[config.mk]
export PLATFORM = sky130hd
export DESIGN_NAME = ibex_csr_pulse
export DESIGN_NICKNAME = d
export VERILOG_FILES = /design/src/rtl/ibex_csr_pulse.sv
export SDC_FILE = /design/constraint.sdc
export NUM_CORES = 1
export LEC_CHECK = 0
export ABC_AREA = 1
export ABC_CLOCK_PERIOD_IN_PS = 800
export BUFFER_PORTS_ARGS = -buffer_cell sky130_fd_sc_hd__buf_2
export CORE_UTILIZATION = 35
export DETAILED_ROUTE_END_ITERATION = 10
export PLACE_DENSITY = 0.67
export SETUP_SLACK_MARGIN = 0.05
export SYNTH_ARGS = -nofsm -noshare
export SYNTH_HDL_FRONTEND = slang
export SYNTH_SLANG_ARGS = --single-unit
export TNS_END_PERCENT = 30
[constraint.sdc]
create_clock -name clk_i -period 0.8 [get_ports clk_i]
set_clock_uncertainty 0.05 [all_clocks]
set_input_delay 0.12 -clock clk_i [delete_from_list [all_inputs] [get_ports clk_i]]
set_output_delay 0.12 -clock clk_i [all_outputs]
set_load 0.05 [all_outputs]
[src/rtl/ibex_csr_pulse.sv]
// rtl/ibex_csr_pulse.sv - CSR primitive with masked write/set/clear, lock, hw set,
// self-clearing pulse bits and optional inverted shadow copy.
module ibex_csr_pulse #(
  parameter int unsigned      Width       = 32,
  parameter bit               ShadowCopy  = 1'b0,
  parameter logic [Width-1:0] ResetValue  = '0,
  parameter logic [Width-1:0] WriteMask   = '1,
  parameter logic [Width-1:0] PulseMask   = '0,
  parameter int unsigned      PulseCycles = 1
) (
  input  logic             clk_i,
  input  logic             rst_ni,
  input  logic             wr_en_i,
  input  logic [1:0]       wr_op_i,
  input  logic [Width-1:0] wr_data_i,
  input  logic             pulse_en_i,
  input  logic             lock_i,
  input  logic [Width-1:0] hw_set_i,
  output logic [Width-1:0] rd_data_o,
  output logic             pulse_active_o,
  output logic             wr_blocked_o,
  output logic             rd_error_o
);

  localparam int unsigned     CntW    = $clog2(PulseCycles + 1);
  localparam logic [CntW-1:0] CntLoad = CntW'(PulseCycles);
  localparam logic [CntW-1:0] CntOne  = CntW'(1);

  if (PulseCycles < 1) begin : g_bad_cycles
    $error("ibex_csr_pulse: PulseCycles must be at least 1");
  end
  if ((PulseMask & ~WriteMask) != '0) begin : g_bad_mask
    $error("ibex_csr_pulse: PulseMask must be a subset of WriteMask");
  end

  logic [Width-1:0] q_q, q_d, sw_val, wdata_m, shadow_q;
  logic [CntW-1:0]  cnt_q, cnt_d;
  logic             blocked_q;
  logic             wr_valid, wr_accept, wr_blocked, arm, expiry;

  always_comb begin
    wr_valid   = wr_en_i && (wr_op_i != 2'b11);
    wr_accept  = wr_valid && !lock_i;
    wr_blocked = wr_valid && lock_i;
    wdata_m    = wr_data_i & WriteMask;
    sw_val     = q_q;
    if (wr_accept) begin
      case (wr_op_i)
        2'b00:   sw_val = (q_q & ~WriteMask) | wdata_m;
        2'b01:   sw_val = q_q | wdata_m;
        2'b10:   sw_val = q_q & ~wdata_m;
        default: sw_val = q_q;
      endcase
    end

    // An arm on the last countdown cycle wins over the pending clear.
    arm    = wr_accept && pulse_en_i && ((sw_val & PulseMask) != '0);
    expiry = (cnt_q == CntOne) && !arm;

    if (arm) begin
      cnt_d = CntLoad;
    end else if (cnt_q != '0) begin
      cnt_d = cnt_q - CntOne;
    end else begin
      cnt_d = cnt_q;
    end

    q_d = (sw_val & ~(expiry ? PulseMask : '0)) | hw_set_i;
  end

  always_ff @(posedge clk_i or negedge rst_ni) begin
    if (!rst_ni) begin
      q_q       <= ResetValue;
      cnt_q     <= '0;
      blocked_q <= 1'b0;
    end else begin
      q_q       <= q_d;
      cnt_q     <= cnt_d;
      blocked_q <= wr_blocked;
    end
  end

  if (ShadowCopy) begin : g_shadow
    always_ff @(posedge clk_i or negedge rst_ni) begin
      if (!rst_ni) begin
        shadow_q <= ~ResetValue;
      end else begin
        shadow_q <= ~q_d;
      end
    end
  end else begin : g_no_shadow
    // Without a shadow the comparison below is constant-false.
    assign shadow_q = ~q_q;
  end

  assign rd_data_o      = q_q;
  assign pulse_active_o = (cnt_q != '0);
  assign wr_blocked_o   = blocked_q;
  assign rd_error_o     = (q_q != ~shadow_q);

endmodule

# After elaboration in Yosys (flattened, before gate mapping)

Cells that the tools add are included.

Logic and storage cells: 22
Register bits: 34
Input bits: 71

$add $sub $neg: 1
Reductions and logical operators: 5
Bitwise gates (word level): 6
Eq/ne operators: 4
Mux-type cells: 3

Operators with widths:

| cell                                                                   | count |
|---|---|
| 32-bit inverter                                                        | 3 |
| 32-bit case mux with 3 select lines                                    | 1 |
| 32-bit OR                                                              | 2 |
| 32-bit AND                                                             | 1 |
| 32-bit 2-to-1 mux                                                      | 1 |
| 32-bit inequality test                                                 | 1 |
| 1-bit logical AND                                                      | 3 |
| 2-bit by 1-bit equality test with 1-bit output (second input constant) | 1 |
| 2-bit equality test (second input constant)                            | 1 |
| 2-bit zero test                                                        | 1 |
| 2-bit inequality test (second input constant)                          | 1 |
| 1-bit zero test                                                        | 1 |
| 1-bit 2-to-1 mux                                                       | 1 |
| 1-bit subtractor (second input constant)                               | 1 |

# Depth between registers and ports, before layout

Depth after elaboration: 5
Gate-level depth with buffers: 7
Mapped depth without buffers: 5

# Worst setup path after synthesis

No wires, ideal clock.

Path type: register -> register
From: reg q_q[0], in the netlist rd_data_o[0]
To: reg q_q[0], in the netlist rd_data_o[0]
Cell stages (with the launch flop): 3
Data required time: 683 ps
Data arrival time: 794 ps
Setup time: 67 ps
Slack: -111 ps
Buffers on the path: 0
Clock period less this slack: 911 ps
Cell sequence: dfrtp_1 o21ai_1 nand2_1

Longest elaborated chain between the ends: 4
Elaborated cells between the ends (all ways): 5
Those cells by class: mux: 2; bitwise: 3

Ends and longest elaborated chain:

| item                                    | RTL line | RTL |
|---|---|---|
| start: declaration                      | 36       | `logic [Width-1:0] q_q, q_d, sw_val, wdata_m, shadow_q;` |
| start signal: assignment                | 73       | `q_q <= ResetValue;` |
| start signal: assignment                | 77       | `q_q <= q_d;` |
| 32-bit AND or 32-bit OR (tied branches) | 51, 50   |  |
| 32-bit case mux with 3 select lines     | 48       | `case (wr_op_i)` |
| 32-bit 2-to-1 mux *                     | 47       | `if (wr_accept) begin` |
| 32-bit OR *                             | 68       | `q_d = (sw_val & ~(expiry ? PulseMask : '0)) \| hw_set_i;` |
| named net q_d[0]                        | 36       |  |

The timed path passes the listed nets; every way through them passes the cells marked *.

# Worst setup path in the final report

From: reg q_q[2], in the netlist rd_data_o[2]
To: out rd_data_o[2]

RTL lines:

| item             | RTL line | RTL |
|---|---|---|
| end: declaration | 19       | `output logic [Width-1:0] rd_data_o,` |

No word-level cell between the ends.

==> impl_metrics.ini <==
[run_status]
status = complete, but fails checks
violations = negative hold slack, negative setup slack

[cells_and_area]
area_delta_synth_final_pct = 50.8
n_antenna_cell = 0
nFillCells = 569
ff_latch_area_um2 = 841
multi_input_area_um2 = 1000
drive_above_1_share_pct = 39.4
layout_commonest_cell = nand2_1
finalNetCount = 504
layout_common_cells = nand2_1, buf_2, nor2_1

[place]
io_buffer_count = 102
place.gp.congestion = 0.762
dp_slack_ns = -0.232
hpwl_um = 3820

[clock_tree]
clock_path_buffers = 2
clk_latency_ns = 0.27
htree_levels = 2
cts.root.buffer_cell = clkbuf_8
numCtsBuffers = 5
cts_sinks = 33
path_clk_slew_ns = 0.07
cts_hold_buf = 1
cts_tree = built

[detailed_routing]
m1WireLength_um = 2450
antenna_left = 0
dr_wl_met2_um = 2860
dr.pass1.iters = 4
dr_wl_met3_um = 233
vias = 2245
wl_um = 5620
vias_per_cell = 4.44
top_layer = met4
wire_per_inst_um = 11.1
drt_iter0_drc = 97
drcViolationCount = 0

[flow_run]
drv_cap = 0

[timing]
post-route-period-util_pct = 129
tns_ns = -6.98
hold_ws_ns = -0.0306
fmax_ghz = 0.970
setup_violations = 36
drv_slew = 0
fin_crit_ns = 1.03
hold_viol = 30
rsz0062_at_grt = yes
finalWorstSetupSlack_ns = -0.231

[global_route]
grt_pass1_wl_um = 9160
grt_max_degree = 37
track_usage_pct = 18.6
gr-total-overflow = 0
antenna_found_initial = 0
grt_pass1_vias = 2099

[setup_path]
max_stage_delay_ns = 0.42
crit_chain = buf_6
cp.arrival_ns = 0.86
crit_fanout = 2
path_class = flip-flop to primary output
end_kind = primary output
crit_required_ns = 0.63
cp_top_family = flip-flops
critPathBufInv = 1
critPathLaunchType = flip-flop
critical-path-slowest-cell = dfrtp_2

[synth]
syn_area_per_cell_um2 = 6.64
yosysSeqAreaShare_pct = 39.5
synth_cell_types = 13
synth_top_cell_by_area = dfrtp_1
synth_warnings = 0
synth_compound_area_share_pct = 11.2
synth_fa_ha_area_share_pct = 0
syn_inst = 315
synth_xor_area_share_pct = 0
yosysTopAreaCellShare_pct = 39.5
yosys.area_share.simple_pct = 36.2
yosys_register_bits = 33
syn_area_um2 = 2090
synth_top_family_by_area = simple AND/OR/NAND/NOR gates
synth_mux_area_share_pct = 0
synthTopCellsByArea = dfrtp_1, nand2_1, nor2_1

[die]
die_h_um = 79.3
io_pins = 106
rows = 27
chipWidth_um = 79.3
start_util_pct = 37.1
die_area_um2 = 6290
coreArea_um2 = 5640

[power]
power.density_nw_per_um2 = 1360
ir_worst_vdd_v = 0.000675
p_leak_nw = 1.62

[hold_path]
hp-class = input port to flip-flop
[per-stage QoR]
stage               area, um^2  util [%]  cells  total power, mW  hold slack (ns)
detailed placement        2740      48.5    482             2.94           0.0457
finish                    3160      55.9    506             4.28          -0.0306
CTS                       3080      54.6    497             4.32          -0.0465
global placement          2740      48.5    482             2.93           0.0455
global route              3160      55.9    506             4.53          -0.0342
floorplan                 2110         -    316             2.53           -0.226
[final timing paths]
path                               start            end  cells past startpoint  slack, ns
setup / recovery            rd_data_o[2]   rd_data_o[2]                      1      -0.23
hold / removal              hw_set_i[23]  rd_data_o[23]                      3      -0.03
setup reg to reg           rd_data_o[28]  rd_data_o[28]                      3      -0.01
hold reg to reg             rd_data_o[7]   rd_data_o[7]                      2       0.46
max in group asynchronous         rst_ni   rd_data_o[0]                      3       0.22
min in group asynchronous         rst_ni  rd_data_o[22]                      3       0.27
[area by class of cell]
cell class,instances,share of cell area (%)
timing repair buffer,128,32.0
multi-input combinational,230,31.7
sequential,33,26.6
inverter,35,4.16
tap,72,2.85
clock buffer,6,2.30
clock inverter,2,0.317
[routing by layer]
metal,up-vias,track usage [%]
met5,-,0
met3,6,3.68
met1,1023,22.0
met2,55,33.9
met4,0,4.91
li1,1161,-
[Yosys cell counts]
master   instances
o21ai_2         20
buf_6            7
buf_4            2
nand3_4          1
dfrtp_1         33
inv_1           34
buf_2            9
nand2_1        129
o21ai_1         12
nand2_4          1
nor2_1          65
inv_2            1
conb_1           1
[state kept, by name, indices dropped and copies added (netlist names)]
register	count
wr_blocked_o	1
rd_data_o	32
[cell families after synthesis]
kind of cell | count (synthesis)
other cells | 1
buf+inv | 53
flops | 33
simple gates | 196
compound gates | 32
[where the power goes]
| part | switching, mW | internal (mW) |
|---|---|---|
| combinational | 0.741 | 0.527 |
| clock | 0.618 | 0.603 |
| sequential | 0.0508 | 1.74 |
| total | 1.41 | 2.87 |
[what timing repair did]
item	CTS	global route
resized for setup	66	6
endpoints found under the hold margin	65	30
pin swaps	2	8
endpoints found under the setup margin	33	65
buffers inserted	6	9
Note: power is estimated with default switching activity, not from simulation.
